--- src/rtl/imm_extend_pipe_if.sv ---
// Handshake bundle for the immediate-extension stage: upstream valid/ready
// with immediate and mode, downstream valid/ready with extended data and error.
interface imm_extend_pipe_if #(
    parameter int IN_W  = 16,
    parameter int OUT_W = 32
);
    logic             in_valid;
    logic             in_ready;
    logic [IN_W-1:0]  in_imm;
    logic [2:0]       in_mode;
    logic             out_valid;
    logic             out_ready;
    logic [OUT_W-1:0] out_data;
    logic             out_err;

    modport master (
        output in_valid, in_imm, in_mode, out_ready,
        input  in_ready, out_valid, out_data, out_err
    );

    modport slave (
        input  in_valid, in_imm, in_mode, out_ready,
        output in_ready, out_valid, out_data, out_err
    );
endinterface

--- src/rtl/imm_extend_pipe.sv ---
// Registered immediate extender with a two-entry (main + skid) output buffer.
// in_ready depends only on registered state, so out_ready never reaches it.
module imm_extend_pipe #(
    parameter int IN_W  = 16,
    parameter int OUT_W = 32
) (
    input  logic                clk,
    input  logic                rst_n,
    imm_extend_pipe_if.slave    bus,
    output logic [15:0]         xfer_cnt
);
    localparam int E = OUT_W - IN_W;

    typedef enum logic [2:0] {
        MODE_ZERO  = 3'd0,
        MODE_SIGN  = 3'd1,
        MODE_ONES  = 3'd2,
        MODE_UPPER = 3'd3,
        MODE_ZBYTE = 3'd4,
        MODE_SBYTE = 3'd5,
        MODE_BROFF = 3'd6,
        MODE_RSVD  = 3'd7
    } mode_e;

    logic [OUT_W-1:0] main_data, skid_data, ext_data, sign_ext;
    logic             main_valid, main_err, skid_valid, skid_err, ext_err;
    logic             accept, xfer;
    mode_e            mode;

    assign mode     = mode_e'(bus.in_mode);
    assign sign_ext = {{E{bus.in_imm[IN_W-1]}}, bus.in_imm};

    always_comb begin
        ext_data = '0;
        ext_err  = 1'b0;
        case (mode)
            MODE_ZERO:  ext_data = {{E{1'b0}}, bus.in_imm};
            MODE_SIGN:  ext_data = sign_ext;
            MODE_ONES:  ext_data = {{E{1'b1}}, bus.in_imm};
            MODE_UPPER: ext_data = {bus.in_imm, {E{1'b0}}};
            MODE_ZBYTE: ext_data = {{(OUT_W-8){1'b0}}, bus.in_imm[7:0]};
            MODE_SBYTE: ext_data = {{(OUT_W-8){bus.in_imm[7]}}, bus.in_imm[7:0]};
            MODE_BROFF: ext_data = {sign_ext[OUT_W-3:0], 2'b00};
            MODE_RSVD:  ext_err  = 1'b1;
            default:    ext_err  = 1'b1;
        endcase
    end

    assign accept = bus.in_valid && !skid_valid;
    assign xfer   = main_valid && bus.out_ready;

    // A skid refill and an accept are mutually exclusive because in_ready is
    // low whenever the skid holds data.
    always_ff @(posedge clk or negedge rst_n) begin
        if (!rst_n) begin
            main_valid <= 1'b0;
            main_data  <= '0;
            main_err   <= 1'b0;
            skid_valid <= 1'b0;
            skid_data  <= '0;
            skid_err   <= 1'b0;
        end else if (xfer && skid_valid) begin
            main_data  <= skid_data;
            main_err   <= skid_err;
            skid_valid <= 1'b0;
        end else if (accept && (!main_valid || xfer)) begin
            main_valid <= 1'b1;
            main_data  <= ext_data;
            main_err   <= ext_err;
        end else if (accept) begin
            skid_valid <= 1'b1;
            skid_data  <= ext_data;
            skid_err   <= ext_err;
        end else if (xfer) begin
            main_valid <= 1'b0;
        end
    end

    always_ff @(posedge clk or negedge rst_n) begin
        if (!rst_n) begin
            xfer_cnt <= '0;
        end else if (xfer && (xfer_cnt != '1)) begin
            xfer_cnt <= xfer_cnt + 16'd1;
        end
    end

    assign bus.in_ready  = !skid_valid;
    assign bus.out_valid = main_valid;
    assign bus.out_data  = main_data;
    assign bus.out_err   = main_err;
endmodule

--- src/flat_wrapper.sv ---
// flat-port wrapper written by rule: the top's interface ports become plain ports
module imm_extend_pipe_flat 
#(
    parameter int IN_W  = 16,
    parameter int OUT_W = 32
)
  (clk, rst_n, xfer_cnt, bus_in_valid, bus_in_imm, bus_in_mode, bus_out_ready, bus_in_ready, bus_out_valid, bus_out_data, bus_out_err);
  imm_extend_pipe_if #(.IN_W(IN_W), .OUT_W(OUT_W)) bus_i ();
  input  logic clk;
  input  logic rst_n;
  output logic [15:0] xfer_cnt;
  input wire logic [$bits(bus_i.in_valid)-1:0] bus_in_valid;
  input wire logic [$bits(bus_i.in_imm)-1:0] bus_in_imm;
  input wire logic [$bits(bus_i.in_mode)-1:0] bus_in_mode;
  input wire logic [$bits(bus_i.out_ready)-1:0] bus_out_ready;
  output wire logic [$bits(bus_i.in_ready)-1:0] bus_in_ready;
  output wire logic [$bits(bus_i.out_valid)-1:0] bus_out_valid;
  output wire logic [$bits(bus_i.out_data)-1:0] bus_out_data;
  output wire logic [$bits(bus_i.out_err)-1:0] bus_out_err;
  assign bus_i.in_valid = bus_in_valid;
  assign bus_i.in_imm = bus_in_imm;
  assign bus_i.in_mode = bus_in_mode;
  assign bus_i.out_ready = bus_out_ready;
  assign bus_in_ready = bus_i.in_ready;
  assign bus_out_valid = bus_i.out_valid;
  assign bus_out_data = bus_i.out_data;
  assign bus_out_err = bus_i.out_err;
  imm_extend_pipe #(.IN_W(IN_W), .OUT_W(OUT_W)) u_core (.clk(clk), .rst_n(rst_n), .bus(bus_i), .xfer_cnt(xfer_cnt));
endmodule
--- config.mk ---
export PLATFORM = sky130hd
export DESIGN_NAME = imm_extend_pipe_flat
export DESIGN_NICKNAME = d
export VERILOG_FILES = /design/src/rtl/imm_extend_pipe_if.sv /design/src/rtl/imm_extend_pipe.sv /design/src/flat_wrapper.sv
export SDC_FILE = /design/constraint.sdc
export NUM_CORES = 1
export LEC_CHECK = 0
export ABC_AREA = 0
export BUFFER_PORTS_ARGS = -buffer_cell sky130_fd_sc_hd__buf_2
export CORE_MARGIN = 3
export CORE_UTILIZATION = 35
export DETAILED_ROUTE_END_ITERATION = 10
export GPL_TIMING_DRIVEN = 0
export PLACE_DENSITY = 0.61
export REMOVE_ABC_BUFFERS = 1
export SLEW_MARGIN = 20
export SYNTH_ARGS = -nofsm -noshare
export SYNTH_HDL_FRONTEND = slang
export SYNTH_SLANG_ARGS = --single-unit
--- constraint.sdc ---
create_clock -name clk -period 1.7 [get_ports clk]
set_input_delay 0.34 -clock clk [delete_from_list [all_inputs] [get_ports clk]]
set_output_delay 0.34 -clock clk [all_outputs]
set_load 0.05 [all_outputs]
==> flow_summary.json <==
{
  "track_usage_pct": 16.7,
  "p_total_mw": 9.57,
  "clock_latency_ns": 0.34,
  "worstHoldPathType": "in -> async",
  "fillers": 1110,
  "seq_area_um2": 2110,
  "yosysTopAreaCellShare_pct": 53.4,
  "cp_max_fo": 6,
  "antenna_found_initial": 1,
  "use_met2_pct": 25.6,
  "worst_path_dominant_cell_family": "simple AND/OR/NAND/NOR gates",
  "grt_first_pass_wirelength_um": 16800,
  "synth_area_um2": 3940,
  "cts-htree-levels": 3,
  "clockRootBuffer": "clkbuf_16",
  "setup_viol": 0,
  "final_util_pct": 45.5,
  "path_clk_slew_ns": 0.06,
  "hold_violations": 0,
  "gr-total-overflow": 0,
  "post-place-cells": 611,
  "grt_max_degree": 47,
  "yosys_warnings": 0,
  "slew_viol_final": 0,
  "relSlewSlack_pct": 60.1,
  "busiest_layer": "met2",
  "instances_no_fill": 638,
  "worst_pin_slew_ns": 0.599,
  "setup.worst_path.start_class": "flip-flop",
  "worstPathArrival_ns": 1.89,
  "synthFlopType": "dfrtp_1",
  "dr.pass1.iters": 5,
  "clock_path_buffers": 2,
  "die_w_um": 112,
  "synth_cells": 422,
  "start_util_pct": 36.0,
  "antenna_cells": 0,
  "postRouteAntennaNets": 0,
  "synth_area_leaders": "dfrtp_1 (53%), o21ai_0 (9.0%), a21oi_1 (5.5%)",
  "synth_seq_cells": 84,
  "yosysSeqAreaShare_pct": 53.4,
  "outcome": "complete, no violations",
  "cap_violations": 0,
  "synth_top_family_by_area": "compound AO/OA/AOI/OAI gates",
  "drt-initial-drc-count": 282,
  "dpl.hpwl_um": 6840,
  "critPathCaptureType": "flip-flop",
  "numCtsBuffers": 9,
  "synth-edff-count": 0,
  "fin_nets": 518,
  "power.density_nw_per_um2": 1920,
  "use_met1_pct": 22.9,
  "area_delta_synth_final_pct": 26.3,
  "grt_pass1_vias": 3259,
  "synth_compound_area_share_pct": 24.9,
  "setup_tns_ns": 0,
  "die_area_um2": 12600,
  "vdd_drop_max_mv": 1.14,
  "required_ns": 1.96,
  "wl_um": 10400,
  "drive_gt1_share_pct": 25.1,
  "row_count": 38,
  "cts_tree": "built",
  "numPortBuffers": 73,
  "critPathBufInv": 0,
  "min_period_ns": 1.64,
  "fmax_mhz": 611,
  "drc_errors": 0,
  "synthAdderAreaFrac_pct": 0.318,
  "path_cells": "nand3_1 > or4_4 > and4bb_2 > xor2_1",
  "pin_count": 74,
  "fin_ws_ns": 0.0624,
  "synth_cell_types": 42,
  "multiInputGateArea_um2": 1790,
  "die_y_um": 112,
  "slowest_stage": "or4_4",
  "pre_cts_ws_ns": -0.404,
  "place_congestion": 0.776,
  "synth_xor_area_share_pct": 2.23,
  "leakage_nw": 2.31,
  "yosys.area.top_type": "dfrtp_1",
  "cts_sinks": 84,
  "post-route-period-util_pct": 96.3,
  "met3_usage_pct": 5.66,
  "viasPerCell": 5.42,
  "core_area_um2": 10900,
  "synth-simple-area-share_pct": 15.5,
  "avgSynthCellArea_um2": 9.33,
  "routedWlPerCell_um": 16.3,
  "critical_path_class": "reg -> reg",
  "synthMuxAreaShare_pct": 0.540,
  "finClkSkew_ns": 0.0114,
  "vias": 3455,
  "critPathMaxStageDelay_ns": 0.53,
  "async_reset_ff_share_pct": 100
}
## timing repair
action                                  in CTS  in global routing
hold buffers                                 0                  0
gates resized for setup                      8                  8
setup buffers                                2                  9
pin swaps                                    0                  3
endpoints found under the setup margin      63                 39
gates cloned                                 0                  1
## cells in the final DEF, fill, tap and decap left out, types with 2 or more instances in the layout
cell	count
nand3_1	13
dfrtp_1	80
o21ai_0	71
buf_2	71
a2bb2oi_1	6
and2_1	3
nand2b_1	10
bufinv_16	3
nor2_4	2
nand2_1	50
nor3_1	4
nor2_1	17
a21oi_1	42
a22o_1	2
a32oi_1	2
a22oi_1	24
a31oi_1	2
dfrtp_2	4
buf_16	2
a211oi_1	7
and3_1	2
inv_6	2
xor2_1	9
buf_4	12
nor2b_1	9
inv_1	3
clkbuf_16	9
nand4_1	5
## through the flow
stage / cell area, um2 / hold slack (ns)
2_1_floorplan: 3830 / 0.0444
3_3_place_gp: 4370 / 0.457
3_5_place_dp: 4480 / 0.393
4_1_cts: 4880 / 0.0263
5_1_grt: 4970 / 0.0540
6_report: 4970 / 0.0106
## final timing paths
check / startpoint / endpoint / slack [ns] / cells after the start
max reg2reg: u_core.xfer_cnt[2]$_DFFE_PN0P_ / u_core.xfer_cnt[13]$_DFFE_PN0P_ / 0.06 / 4
min: rst_n / u_core.xfer_cnt[6]$_DFFE_PN0P_ / 0.01 / 1
min in group clk: bus_in_imm[0] / u_core.skid_data[0]$_DFFE_PN0P_ / 0.29 / 2
max in group asynchronous: rst_n / u_core.bus.out_data[24]$_DFFE_PN0P_ / 1.08 / 2
max: u_core.xfer_cnt[2]$_DFFE_PN0P_ / u_core.xfer_cnt[13]$_DFFE_PN0P_ / 0.06 / 4
min reg2reg: u_core.skid_data[30]$_DFFE_PN0P_ / u_core.skid_data[30]$_DFFE_PN0P_ / 0.48 / 2
## sequential cells by signal (all words and copies together), names as in the netlist
signal / cells
u_core.bus.out_err: 1
u_core.skid_data: 32
u_core.skid_valid: 1
u_core.skid_err: 1
u_core.xfer_cnt: 16
u_core.bus.out_data: 32
u_core.bus.out_valid: 1
## power by group
| part | leakage [nW] | total [mW] | internal, mW | switching [mW] |
|---|---|---|---|---|
| Sequential | 1.08 | 3.32 | 2.82 | 0.495 |
| Clock | 0.170 | 2.28 | 1.48 | 0.806 |
| Combinational | 1.06 | 3.97 | 1.11 | 2.85 |
| Total | 2.31 | 9.57 | 5.41 | 4.15 |
## metal layers
layer | share of wire (%) | vias up
met2 | 47 | 105
met3 | 6.8 | 8
met1 | 46 | 1681
li1 | - | 1659
met4 | 0.51 | 2
met5 | 0.12 | -
## area by class of cell
class / instances / area share [%]
sequential: 84 / 42.4
multi-input combinational: 307 / 35.9
timing repair buffer: 88 / 10.9
clock buffer: 10 / 4.81
tap: 140 / 3.52
clock inverter: 5 / 2.16
inverter: 4 / 0.302
## synthesized netlist by cell type, types with 2 or more instances
cell type and count:
nand2_1 52, a32oi_1 2, and3_1 2, nor2b_1 9, buf_1 2, nand3_1 14
clkbuf_1 24, a31oi_1 2, nand2b_1 10, a21oi_1 43, a2bb2oi_1 6, buf_2 2
nor3_1 4, dfrtp_1 84, a21boi_0 2, a211oi_1 7, o21ai_0 71, inv_1 4
and2_1 3, a22o_1 2, nand4_1 5, a22oi_1 24, o22ai_1 2, xor2_1 9
nor2_1 20
## kinds of logic (layout without fill, tap and decap cells)
kind of cell	Yosys count	after routing
adders and majority gates	1	1
DFF	84	84
muxes	2	2
buffers and inverters	32	107
and+or+nand+nor	126	127
xor gates and xnor gates	10	10
AOI/OAI and AO/OA	167	167
Note: power is estimated with default switching activity, not from simulation.
